[config.mk]
export PLATFORM = sky130hd
export DESIGN_NAME = calc_entry_ctrl
export DESIGN_NICKNAME = d
export VERILOG_FILES = /design/src/rtl/calc_entry_ctrl.sv
export SDC_FILE = /design/constraint.sdc
export NUM_CORES = 1
export LEC_CHECK = 0
export CAP_MARGIN = 20
export CORE_ASPECT_RATIO = 2
export CORE_MARGIN = 5
export CORE_UTILIZATION = 45
export CTS_CLUSTER_SIZE = 20
export DETAILED_ROUTE_END_ITERATION = 12
export PLACE_DENSITY = 0.75
export REMOVE_ABC_BUFFERS = 1
export SETUP_SLACK_MARGIN = 0.15
export SYNTH_ARGS = -nofsm -noshare
export SYNTH_HDL_FRONTEND = slang
export SYNTH_SLANG_ARGS = --single-unit
[constraint.sdc]
create_clock -name clk -period 3.2 [get_ports clk]
set_input_delay 0.64 -clock clk [delete_from_list [all_inputs] [get_ports clk]]
set_output_delay 0.64 -clock clk [all_outputs]
set_load 0.02 [all_outputs]
[src/rtl/calc_entry_ctrl.sv]
// Key-entry front end for the 3-bit calculator ALU: assembles A/S/B from key events,
// waits SETTLE_CYCLES for the combinational ALU, then holds the captured result.
module calc_entry_ctrl #(
  parameter int SETTLE_CYCLES = 2
) (
  input  logic       clk,
  input  logic       rst_n,
  input  logic       key_valid,
  input  logic [1:0] key_type,
  input  logic [2:0] key_data,
  output logic       key_ready,
  output logic       key_err,
  output logic [2:0] alu_a,
  output logic [2:0] alu_b,
  output logic [1:0] alu_s,
  input  logic [4:0] alu_r,
  input  logic       alu_zf,
  input  logic       alu_sf,
  input  logic       alu_dzf,
  output logic [4:0] res_data,
  output logic       res_zf,
  output logic       res_sf,
  output logic       res_dzf,
  output logic       res_valid,
  output logic       done_pulse
);

  // state   | meaning
  // IDLE    | nothing entered
  // HAVE_A  | operand A entered
  // HAVE_OP | A and select entered
  // HAVE_B  | A, select and B entered
  // EXEC    | waiting for the ALU to settle
  // DONE    | result captured and held
  typedef enum logic [2:0] {
    S_IDLE, S_HAVE_A, S_HAVE_OP, S_HAVE_B, S_EXEC, S_DONE
  } state_t;

  localparam logic [1:0] K_DIGIT = 2'b00;
  localparam logic [1:0] K_OP    = 2'b01;
  localparam logic [1:0] K_EQ    = 2'b10;
  localparam logic [1:0] K_CLR   = 2'b11;
  localparam logic [3:0] CNT_INIT = 4'(SETTLE_CYCLES - 1);

  state_t     r_state, w_next;
  logic [3:0] r_cnt;
  logic       r_key_err, r_done;
  logic [2:0] r_a, r_b;
  logic [1:0] r_s;
  logic [4:0] r_res;
  logic       r_zf, r_sf, r_dzf;

  logic w_clr, w_err, w_capture, w_load_cnt, w_ld_a, w_ld_b, w_ld_s;

  assign w_clr = key_valid && (key_type == K_CLR);

  always_ff @(posedge clk or negedge rst_n) begin
    if (!rst_n) r_state <= S_IDLE;
    else        r_state <= w_next;
  end

  always_comb begin
    w_next     = r_state;
    w_err      = 1'b0;
    w_capture  = 1'b0;
    w_load_cnt = 1'b0;
    w_ld_a     = 1'b0;
    w_ld_b     = 1'b0;
    w_ld_s     = 1'b0;
    if (w_clr) begin
      w_next = S_IDLE;
    end else begin
      case (r_state)
        S_IDLE: if (key_valid) begin
          if (key_type == K_DIGIT) begin w_ld_a = 1'b1; w_next = S_HAVE_A; end
          else w_err = 1'b1;
        end
        S_HAVE_A: if (key_valid) begin
          if (key_type == K_DIGIT) w_ld_a = 1'b1;
          else if (key_type == K_OP) begin w_ld_s = 1'b1; w_next = S_HAVE_OP; end
          else w_err = 1'b1;
        end
        S_HAVE_OP: if (key_valid) begin
          if (key_type == K_DIGIT) begin w_ld_b = 1'b1; w_next = S_HAVE_B; end
          else if (key_type == K_OP) w_ld_s = 1'b1;
          else w_err = 1'b1;
        end
        S_HAVE_B: if (key_valid) begin
          if (key_type == K_DIGIT) w_ld_b = 1'b1;
          else if (key_type == K_EQ) begin w_load_cnt = 1'b1; w_next = S_EXEC; end
          else w_err = 1'b1;
        end
        S_EXEC: begin
          // Keys arriving while the ALU settles are dropped, not queued.
          if (key_valid) w_err = 1'b1;
          if (r_cnt == 4'd0) begin w_capture = 1'b1; w_next = S_DONE; end
        end
        S_DONE: if (key_valid) begin
          if (key_type == K_DIGIT) begin w_ld_a = 1'b1; w_next = S_HAVE_A; end
          else if (key_type == K_EQ) begin w_load_cnt = 1'b1; w_next = S_EXEC; end
          else w_err = 1'b1;
        end
        default: w_next = S_IDLE;
      endcase
    end
  end

  always_comb begin
    key_ready = (r_state != S_EXEC);
    res_valid = (r_state == S_DONE);
  end

  always_ff @(posedge clk or negedge rst_n) begin
    if (!rst_n) begin
      r_cnt     <= 4'd0;
      r_key_err <= 1'b0;
      r_done    <= 1'b0;
      r_a       <= 3'd0;
      r_b       <= 3'd0;
      r_s       <= 2'd0;
      r_res     <= 5'd0;
      r_zf      <= 1'b0;
      r_sf      <= 1'b0;
      r_dzf     <= 1'b0;
    end else begin
      r_key_err <= w_err;
      r_done    <= w_capture;
      if (w_clr) begin
        r_cnt <= 4'd0;
        r_a   <= 3'd0;
        r_b   <= 3'd0;
        r_s   <= 2'd0;
        r_res <= 5'd0;
        r_zf  <= 1'b0;
        r_sf  <= 1'b0;
        r_dzf <= 1'b0;
      end else begin
        if (w_load_cnt) r_cnt <= CNT_INIT;
        else if (r_state == S_EXEC && r_cnt != 4'd0) r_cnt <= r_cnt - 4'd1;
        if (w_ld_a) r_a <= key_data;
        if (w_ld_b) r_b <= key_data;
        if (w_ld_s) r_s <= key_data[1:0];
        if (w_capture) begin
          r_res <= alu_r;
          r_zf  <= alu_zf;
          r_sf  <= alu_sf;
          r_dzf <= alu_dzf;
        end
      end
    end
  end

  assign key_err    = r_key_err;
  assign done_pulse = r_done;
  assign alu_a      = r_a;
  assign alu_b      = r_b;
  assign alu_s      = r_s;
  assign res_data   = r_res;
  assign res_zf     = r_zf;
  assign res_sf     = r_sf;
  assign res_dzf    = r_dzf;

endmodule

* Word-level counts from Yosys, hierarchy flattened
Cells that the tools add are included.
Storage, ports and cells: register bits 25, output and inout port bits 20, logic and storage cells 110, input bits 16
Operators by class: reduce and logical (&&, ||, !) cells 16, equality and inequality tests 20, add/sub/neg operators 1, mux-type cells 62
Operator list (number):
- $mux W3 | 18
- $mux W1 | 35
- $ne A3 B3 Y1 const B | 11
- $pmux W3 S6 | 1
- $mux W4 | 3
- $reduce_and A11 Y1 | 1
- $mux W5 | 2
- $reduce_bool A2 Y1 | 4
- $eq A3 B2 Y1 const B | 2
- $eq A3 B3 Y1 const B | 2
- $reduce_or A2 Y1 | 3
- $eq A2 B2 Y1 const B | 2
- $logic_not A4 Y1 | 1
- $mux W2 | 2
- $pmux W1 S4 | 1
- $reduce_bool A4 Y1 | 1
- $sub A4 B1 Y4 const B | 1
- $eq A3 B1 Y1 const B | 1
- $logic_not A3 Y1 | 1
- $ne A3 B2 Y1 const B | 1
- $reduce_bool A3 Y1 | 1
- $reduce_or A3 Y1 | 1
- $eq A2 B1 Y1 const B | 1
- $logic_and A1 B1 Y1 | 2
- $logic_not A2 Y1 | 1

* Logic depth before layout (Yosys ltp)
Gate-level depths: netlist of run 1.
depth in word-level cells 8, gate-level depth with buffers 6, mapped depth without buffers 6

* Least setup slack after synthesis of run 1
OpenSTA, ideal clock, no wires.
path kind input to register, start point in key_valid, end point reg r_s[0] (netlist: alu_s[0]), path buffers 1, data required time 3.068 ns, arrival time 1.685 ns, slack 1.383 ns, cell stages on the path 5, setup time 0.132 ns, cells stage by stage buf_4 or3b_1 or3b_4 mux2i_1 nor2_1
On the way: longest elaborated chain between the ends 4, elaborated cells between the ends (all ways) 6, classes of those cells 4 x mux; 2 x reduce/logical
RTL lines:
- from (decl) | RTL line 8 | input logic key_valid,
- $mux W1 | RTL line 83 | S_HAVE_OP: if (key_valid) begin
- $mux W1
- $mux W1 | RTL line 70 | if (w_clr) begin
- $reduce_bool A2 Y1 (no line)
- to (signal assigned) | RTL line 142 | if (w_ld_s) r_s <= key_data[1:0];
- to (decl) | RTL line 49 | logic [1:0] r_s;
Parallel ways exist; a longest one is shown, timed or not. A chain may end at the register's enable or synchronous reset.

* Worst setup path after layout of run 1
start point reg r_state[1], end point out res_valid
On the way: longest elaborated chain between the ends 1
RTL lines:
- from (decl) | RTL line 45 | state_t r_state, w_next;
- from (signal assigned) | RTL line 59 | else r_state <= w_next;
- $eq A3 B3 Y1 | RTL line 110 | res_valid = (r_state == S_DONE);
- to (decl) | RTL line 24 | output logic res_valid,
Every way passes these cells.

==> results of run 1 <==
[final cells by class]
cell class	count	area, µm²
fill	272	1170
multi-input combinational	96	648
sequential	25	626
timing repair buffer	37	365
clock buffer	3	41.3
tap	30	37.5
inverter	5	18.8
clock inverter	1	5.00
[registers in the layout (all words and copies together), names as in the netlist]
| signal | flops |
|---|---|
| res_data | 5 |
| r_cnt | 4 |
| alu_a | 3 |
| alu_b | 3 |
| r_state | 3 |
| alu_s | 2 |
| done_pulse | 1 |
| key_err | 1 |
| res_dzf | 1 |
| res_sf | 1 |
| res_zf | 1 |
[worst max-delay path: stages (launching register included)]
cell and delay [ps]:
dfrtp_1 550, nand2b_1 290, nor2_1 130, clkdlybuf4s50_1 610
[report_power, final]
part / internal, W / leakage [nW] / switching [W]
sequential: 0.000435 / 0.336 / 0.000131
combinational: 0.000335 / 0.490 / 0.000343
clock: 0.0000872 / 0.0255 / 0.0000997
total: 0.000858 / 0.851 / 0.000573
[per-stage QoR]
step	utilization, %	total power (W)	hold WS (ps)	cell area [µm²]	std cells
after floorplan	-	0.000948	344	1290	126
after global placement	58.3	0.00122	500	1700	193
after detailed placement	58.3	0.00125	508	1700	193
after CTS	59.9	0.00144	530	1740	197
after global routing	59.9	0.00153	585	1740	197
final	59.9	0.00143	524	1740	197
[path summary, 6_finish.rpt]
kind,from,slack (ps),endpoint,cells after the start
setup / recovery,r_state[1]$_DFFE_PN0P_,720,res_valid,3
setup reg to reg,r_state[2]$_DFFE_PN0P_,1360,r_state[2]$_DFFE_PN0P_,4
hold / removal,alu_a[2]$_DFFE_PN0P_,520,alu_a[2]$_DFFE_PN0P_,2
min in group asynchronous,rst_n,720,alu_a[0]$_DFFE_PN0P_,2
hold reg to reg,alu_a[2]$_DFFE_PN0P_,520,alu_a[2]$_DFFE_PN0P_,2
max in group asynchronous,rst_n,2250,r_cnt[2]$_DFFE_PN0P_,2
[cells by family after synthesis]
group,after synthesis
compound gates,19
xor+xnor,5
fa+ha+maj,2
buf+inv,15
flops,25
mux,18
simple gates,52
[synthesized netlist by cell type (all sizes together)]
cell type	instances
a211oi	2
a21boi	1
a21o	2
a21oi	5
a22oi	1
and2b	1
and3	1
buf	6
clkbuf	4
dfrtp	25
ha	2
inv	5
mux2	2
mux2i	16
nand2	5
nand2b	4
nand3	4
nand3b	1
nand4	1
nand4b	1
nor2	23
nor2b	2
nor3	2
nor3b	1
nor4	1
o211ai	1
o21a	1
o21ai	4
o22ai	1
o31ai	1
or2	1
or3b	4
xnor2	2
xor2	3
[metal layers]
layer / wire, µm / share of wire [%]
met5: 0 / 0
met4: 76 / 2.5
met3: 161 / 5.2
met2: 1650 / 54
met1: 1190 / 39
==> flow_summary_export.csv, run 1 <==
group,metric,value,unit
outcome,status,"finished clean",
worst_setup_path,crit_type,"reg2out",
clocking,cts_buffer_depth,2,
global_route,antenna_found_initial,0,
synthesis,synthAdderAreaFrac,1.86,%
global_route,met1_usage,16.3,%
synthesis,ys_seq_elements,25,
global_route,first_global_vias,1164,
route,drc,0,
route,drt_pre_antenna_iters,4,
timing,fin_ws,720,ps
die,die_w,48.7,µm
synthesis,ys_seq_area_share,46.5,%
worst_setup_path,critPathRequiredTime,2560,ps
global_route,grt_usage,15.3,%
global_route,gr-usage-met3,2.40,%
die,ioPinCount,36,
timing,final-hold-violation-count,0,
timing,grt_setup_unrepaired,"no",
global_route,grt_max_degree,26,
timing,fin_skew,2.93,ps
final_layout,layout_commonest_cell,"clkdlybuf4s50_1",
synthesis,synth_top_family_by_area,"simple AND/OR/NAND/NOR gates",
die,initial_core_util,46.3,%
worst_setup_path,startpoint_type,"flip-flop",
power_and_ir_drop,p_leak,0.851,nW
job,drv_cap,0,
final_layout,nets,186,
timing,fmax,403,MHz
worst_setup_path,setup.worst_path.end_class,"primary output",
global_route,grt_pass1_wl,5.18,mm
clocking,cts_setup_buffers,0,
synthesis,synth_warnings,0,
synthesis,synthMuxAreaShare,13.6,%
clocking,cts_buffers,3,
final_layout,final_cell_mix,"clkdlybuf4s50_1 (35), dfrtp_1 (25), nor2_1 (23)",
min_path,min_path_type,"reg2reg",
placement,pre_cts_slack,729,ps
synthesis,synth_xor_area_share,3.26,%
placement,numPortBuffers,35,
final_layout,n_antenna_cell,0,
clocking,cts_tree,"built",
clocking,cts_resized,0,
die,die_h,87.3,µm
worst_setup_path,arrival,1840,ps
route,wl,3.08,mm
die,row_count,28,
route,vias,1101,
synthesis,syn_inst,136,
power_and_ir_drop,p_per_area,821,mW/mm²
worst_setup_path,crit_fanout,12,
die,die_area,0.00425,mm²
clocking,clk_latency,270,ps
clocking,h-tree-depth,1,
synthesis,synth_simple_gate_area_share,20.7,%
synthesis,synth.distinct_cells,38,
placement,gp_congestion,0.906,
die,core-area,0.00291,mm²
clocking,clock_sinks,25,
timing,tns,0,ps
clocking,clk_pin_slew_worst_paths,80,ps
synthesis,synth_compound_area_share,8.84,%
route,antenna_left,0,
timing,slew_headroom,64.6,%
route,route.detailed.wl_per_inst,15.6,µm
synthesis,netlist_area,0.00135,mm²
timing,maxSlewViolCount,0,
timing,finalCriticalPeriod,2480,ps
clocking,root_buffer,"clkbuf_8",
synthesis,netlist.area_leader.share,46.5,%
synthesis,avgSynthCellArea,9.89,µm²
route,drt-vias-per-instance,5.59,
timing,tightest_slew,529,ps
route,drt_iter0_drc,26,
final_layout,area_growth,29.5,%
final_layout,drive_above_1_share,7.19,%
synthesis,yosys.area.top_type,"dfrtp_1",
timing,finalCritPeriodShare,77.5,%
timing,setup_viol_count_final,0,
synthesis,synthTopCellsByArea,"dfrtp_1 (47%), mux2i_1 (12%), nor2_1 (6.4%), or3b_1 (2.0%), xor2_1 (2.0%)",
global_route,gr-max-usage-layer,"met2",
power_and_ir_drop,max-vdd-ir-drop,0.538,mV
global_route,overflow,0,
placement,dp_hpwl,2.34,mm
clocking,cts_hold_buf,0,
global_route,grt.met2_usage,27.1,%
Note: power is estimated with default switching activity, not from simulation.
==> run 2, diff against run 1 <==
CORE_UTILIZATION = 43   (was 45)
clock period = 2.1 ns   (was 3.2 ns; I/O delays follow)
==> run 2 against run 1 <==
Sequential power increased by 41%. Clock power grew 63%. First-iteration DRC count shrank 50%. Die area increased by 3.9%. Hold slack got worse by 39 ps. Core utilization increased by 0.90 points. Clock-buffer cell count stayed put. Via count up 1.2%. Non-clock buffer count increased by 9. Total power up 58%. Global-route usage up 0.29 points. Combinational power grew 71%. Critical path type is now reg2reg.
==> flow_summary_export.csv, run 2 (synthesized netlist as in run 1, its figures left out) <==
group,metric,value,unit
placement,numPortBuffers,35,
clocking,cts_buffers,3,
route,wl,3.18,mm
die,row_count,28,
clocking,clk_latency,280,ps
placement,dp_hpwl,2.51,mm
clocking,clk_pin_slew_worst_paths,100,ps
timing,maxSlewViolCount,0,
clocking,cts_hold_buf,0,
job,drv_cap,0,
timing,tightest_slew,309,ps
worst_setup_path,startpoint_type,"flip-flop",
global_route,grt_max_degree,26,
global_route,first_global_vias,1205,
power_and_ir_drop,switching_power,0.000895,W
final_layout,layout_commonest_cell,"clkdlybuf4s50_1",
timing,final-hold-violation-count,0,
worst_setup_path,crit_type,"reg2reg",
power_and_ir_drop,p_seq_share,35.2,%
die,die_w,49.5,µm
route,drt_iter0_drc,13,
final_layout,drive_above_1_share,11.9,%
global_route,grt_pass1_wl,5.31,mm
timing,tns,0,ps
power_and_ir_drop,swShare,39.7,%
worst_setup_path,setup.worst_path.end_class,"flip-flop",
worst_setup_path,max_stage_delay,400,ps
worst_setup_path,critical_path.cell_chain,"inv_1 -> ha_1 -> or3b_1 -> nand2_1 -> o21ai_0 -> mux2_2",
clocking,cts_setup_buffers,0,
timing,fmax,548,MHz
clocking,cts_buffer_depth,2,
placement,gp_congestion,0.877,
global_route,overflow,0,
power_and_ir_drop,max-vdd-ir-drop,0.680,mV
power_and_ir_drop,internal_power,0.00136,W
placement,dp.cells,202,
clocking,root_buffer,"clkbuf_8",
timing,setup_viol_count_final,0,
route,drt-vias-per-instance,5.41,
timing,finalCritPeriodShare,86.9,%
placement,pre_cts_slack,72.8,ps
worst_setup_path,crit_fanout,5,
route,route.detailed.wl_per_inst,15.5,µm
outcome,status,"finished clean",
power_and_ir_drop,p_leak,0.899,nW
die,initial_core_util,45.2,%
final_layout,largest_reg_flops,5,
final_layout,area_growth,34.6,%
clocking,cts_tree,"built",
final_layout,finalNonFillerCells,206,
power_and_ir_drop,p_per_area,1250,mW/mm²
die,die_h,89.1,µm
worst_setup_path,critPathRequiredTime,2260,ps
final_layout,n_fill_cell,261,
worst_setup_path,arrival,1980,ps
power_and_ir_drop,comb_power_share,51.2,%
final_layout,nets,195,
timing,fin_skew,12.7,ps
clocking,cts_resized,2,
route,antenna_left,0,
timing,grt_setup_unrepaired,"no",
final_layout,n_antenna_cell,0,
final_layout,final_cell_mix,"clkdlybuf4s50_1 (33), dfrtp_1 (25), nor2_1 (23)",
worst_setup_path,cp_slowest_cell,"dfrtp_1",
route,drt_pre_antenna_iters,4,
global_route,grt_usage,15.6,%
min_path,min_path_type,"in2async",
die,ioPinCount,36,
die,die_area,0.00441,mm²
clocking,h-tree-depth,1,
timing,fin_ws,275,ps
die,core-area,0.00298,mm²
timing,whs,485,ps
route,vias,1114,
route,drc,0,
timing,slew_headroom,79.4,%
timing,finalCriticalPeriod,1820,ps
global_route,antenna_found_initial,0,
clocking,clock_sinks,25,
power_and_ir_drop,clockPowerShare,13.5,%
==> run 2: stage by stage <==
step | instance area [µm²] | utilization [%] | power [W]
after global routing | 1810 | 60.8 | 0.00241
after floorplan | 1290 | - | 0.00144
after global placement | 1760 | 59.2 | 0.00192
final | 1810 | 60.8 | 0.00226
after detailed placement | 1760 | 59.2 | 0.00198
after CTS | 1810 | 60.8 | 0.00228
==> run 2: power by group through the flow <==
stage / clock [W] / combinational, W / sequential, W
finish: 0.000305 / 0.00116 / 0.000795
global route: 0.000339 / 0.00125 / 0.000820
CTS: 0.000309 / 0.00117 / 0.000797
detailed placement: 0 / 0.00117 / 0.000804
global placement: 0 / 0.00113 / 0.000794
floorplan: 0 / 0.000469 / 0.000976
==> run 2: worst max-delay path: cells and delay by family (launching register included) <==
kind | cells | cell delay (ps)
and+or+nand+nor | 2 | 590
DFF | 1 | 400
muxes | 1 | 290
adders and majority gates | 1 | 180
AOI/OAI and AO/OA | 1 | 130
buffers and inverters | 1 | 120
==> run 2: final timing paths <==
path                                            from                       to  slack (ps)  cells after the start
worst max-delay path            r_cnt[0]$_DFFE_PN0P_   r_state[2]$_DFFE_PN0P_         280                      6
worst min-delay path                           rst_n  res_data[2]$_DFFE_PN0P_         480                      2
worst max register to register  r_cnt[0]$_DFFE_PN0P_   r_state[2]$_DFFE_PN0P_         280                      6
worst min register to register    res_zf$_DFFE_PN0P_       res_zf$_DFFE_PN0P_         530                      2
max in group asynchronous                      rst_n  res_data[4]$_DFFE_PN0P_        1370                      2
min in group clk                  res_zf$_DFFE_PN0P_       res_zf$_DFFE_PN0P_         530                      2
==> run 2: final cells by class <==
type	instances	area, µm²	area share [%]
Multi-Input combinational cell	96	648	35.8
Clock inverter	1	8.76	0.484
Clock buffer	3	41.3	2.28
Timing Repair Buffer	46	430	23.8
Sequential cell	25	626	34.6
Inverter	5	18.8	1.04
Tap cell	30	37.5	2.07
==> run 2: layer usage <==
layer | global-route usage [%] | share of wire [%] | vias up
met2 | 29.9 | 56 | 31
met3 | 2.67 | 4.6 | 7
met5 | 0 | 0 | -
met4 | 8.59 | 2.4 | 0
li1 | - | - | 539
met1 | 15.1 | 37 | 537
==> run 3, diff against run 2 <==
GPL_TIMING_DRIVEN = 0   (was unset)
==> run 3 against run 2 <==
Fmax fell by 1.7%. Global-route usage decreased by 0.94 points. Setup slack worse by 31 ps. Non-clock buffer count decreased by 8. Sequential power up 7.7%. Die area is the same. Wire length decreased by 6.4%. Clock-buffer cell count did not move. Critical path depth is 3 lower. First-iteration DRC count grew 150%. Combinational power is 8% lower. Flip-flop and latch count is the same. Largest power group unchanged.
==> flow_summary_export.csv, run 3 (synthesized netlist as in run 1, its figures left out) <==
group,metric,value,unit
timing,tightest_slew,588,ps
global_route,grt_max_degree,26,
global_route,grt_usage,14.6,%
route,drt-vias-per-instance,5.44,
timing,slew_headroom,60.4,%
final_layout,ff_latch_area,629,µm²
final_layout,fin_util,59.8,%
route,wl,2.98,mm
route,drc,0,
final_layout,multi_input_area,659,µm²
timing,final-hold-violation-count,0,
global_route,antenna_found_initial,0,
worst_setup_path,critical_path.cell_chain,"nor3b_4 -> inv_1 -> dlygate4sd2_1",
timing,finalCritPeriodShare,88.4,%
min_path,min_path_type,"in2async",
final_layout,area_growth,32.5,%
power_and_ir_drop,switching_power,0.000860,W
worst_setup_path,max_stage_delay,510,ps
placement,gp_congestion,0.907,
power_and_ir_drop,comb_power_share,48.5,%
clocking,clk_latency,260,ps
die,ioPinCount,36,
clocking,h-tree-depth,1,
die,core-area,0.00298,mm²
clocking,cts_buffers,3,
die,die_w,49.5,µm
power_and_ir_drop,p_seq_share,38.9,%
timing,setup_viol_count_final,0,
job,drv_cap,0,
power_and_ir_drop,swShare,39.1,%
worst_setup_path,crit_type,"reg2out",
timing,finalCriticalPeriod,1860,ps
clocking,clk_pin_slew_worst_paths,80,ps
final_layout,layout_commonest_cell,"clkdlybuf4s50_1",
timing,maxSlewViolCount,0,
clocking,cts_tree,"built",
global_route,first_global_vias,1158,
route,route.detailed.wl_per_inst,15.0,µm
die,die_h,89.1,µm
timing,grt_setup_unrepaired,"yes",
route,drt_pre_antenna_iters,4,
final_layout,n_antenna_cell,0,
worst_setup_path,rrSetupSlack,270,ps
route,drt_iter0_drc,32,
power_and_ir_drop,p_leak,0.876,nW
placement,dpl_cell_area,0.00168,mm²
power_and_ir_drop,max-vdd-ir-drop,1.05,mV
final_layout,n_fill_cell,259,
worst_setup_path,crit_fanout,12,
outcome,status,"finished clean",
worst_setup_path,critPathTopFamily,"flip-flops",
power_and_ir_drop,total_power,0.00220,W
timing,fmax,539,MHz
placement,dp_hpwl,2.24,mm
final_layout,fin_area,0.00178,mm²
final_layout,nets,187,
timing,fin_skew,2.78,ps
power_and_ir_drop,p_per_area,1230,mW/mm²
final_layout,largest_reg_flops,5,
worst_setup_path,startpoint_type,"flip-flop",
clocking,clock_sinks,25,
die,row_count,28,
clocking,cts_buffer_depth,2,
final_layout,final_cell_mix,"clkdlybuf4s50_1 (30), nor2_1 (23), dfrtp_1 (22)",
clocking,root_buffer,"clkbuf_8",
worst_setup_path,arrival,1440,ps
route,antenna_left,0,
worst_setup_path,setup.worst_path.end_class,"primary output",
die,initial_core_util,45.2,%
worst_setup_path,critPathRequiredTime,1680,ps
route,vias,1077,
global_route,overflow,0,
die,die_area,0.00441,mm²
placement,numPortBuffers,35,
power_and_ir_drop,internal_power,0.00134,W
global_route,grt_pass1_wl,5.20,mm
power_and_ir_drop,clockPowerShare,12.6,%
final_layout,drive_above_1_share,10.1,%
worst_setup_path,cp_slowest_cell,"dfrtp_2",
timing,tns,0,ps
worst_setup_path,crit_buf_inv,2,
[run 3: layout make-up]
class / instances / area share, %
timing repair buffer: 38 / 21.9
sequential: 25 / 35.3
clock inverter: 1 / 0.281
clock buffer: 3 / 2.32
multi-input combinational: 96 / 37.0
tap: 30 / 2.11
inverter: 5 / 1.05
[run 3: final timing paths]
kind                                        start                endpoint  depth (start not counted)
hold reg to reg                res_zf$_DFFE_PN0P_      res_zf$_DFFE_PN0P_                          2
setup reg to reg             r_cnt[0]$_DFFE_PN0P_  r_state[2]$_DFFE_PN0P_                          6
setup / recovery           r_state[0]$_DFFE_PN0P_               key_ready                          3
min in group clk               res_zf$_DFFE_PN0P_      res_zf$_DFFE_PN0P_                          2
max in group asynchronous                   rst_n  r_state[2]$_DFFE_PN0P_                          2
hold / removal                              rst_n      res_sf$_DFFE_PN0P_                          1
[run 3: layer usage]
metal  vias to the layer above  share of wire, %  global-route usage [%]  wire length, µm
met2                        32                54                    25.9             1620
met3                         2               4.1                    1.84              121
met5                         -                 0                       0                0
met1                       520                41                    17.4             1210
met4                         0               1.1                    6.44               32
li1                        523                 -                       -                -
[run 3: what timing repair did]
action / 4_1_cts / 5_1_grt
hold buffers: 0 / 0
setup buffers: 0 / 2
pin swaps: 0 / 1
endpoints found under the setup margin: 10 / 7
gates resized for setup: 10 / 1
[run 3: power groups by stage]
stage	Clock, W	Sequential (W)	Combinational [W]
after floorplan	0	0.000976	0.000469
after global placement	0	0.000856	0.00100
after detailed placement	0	0.000863	0.00103
after CTS	0.000285	0.000869	0.00103
after global routing	0.000313	0.000896	0.00117
final	0.000278	0.000856	0.00107
[run 3: metrics by stage]
stage / std cells / hold WS (ps) / worst slack (ps)
2_1_floorplan: 126 / 124 / 458
3_3_place_gp: 191 / 507 / -559
3_5_place_dp: 191 / 515 / -576
4_1_cts: 195 / 535 / 91.9
5_1_grt: 198 / 420 / 146
6_report: 198 / 418 / 244
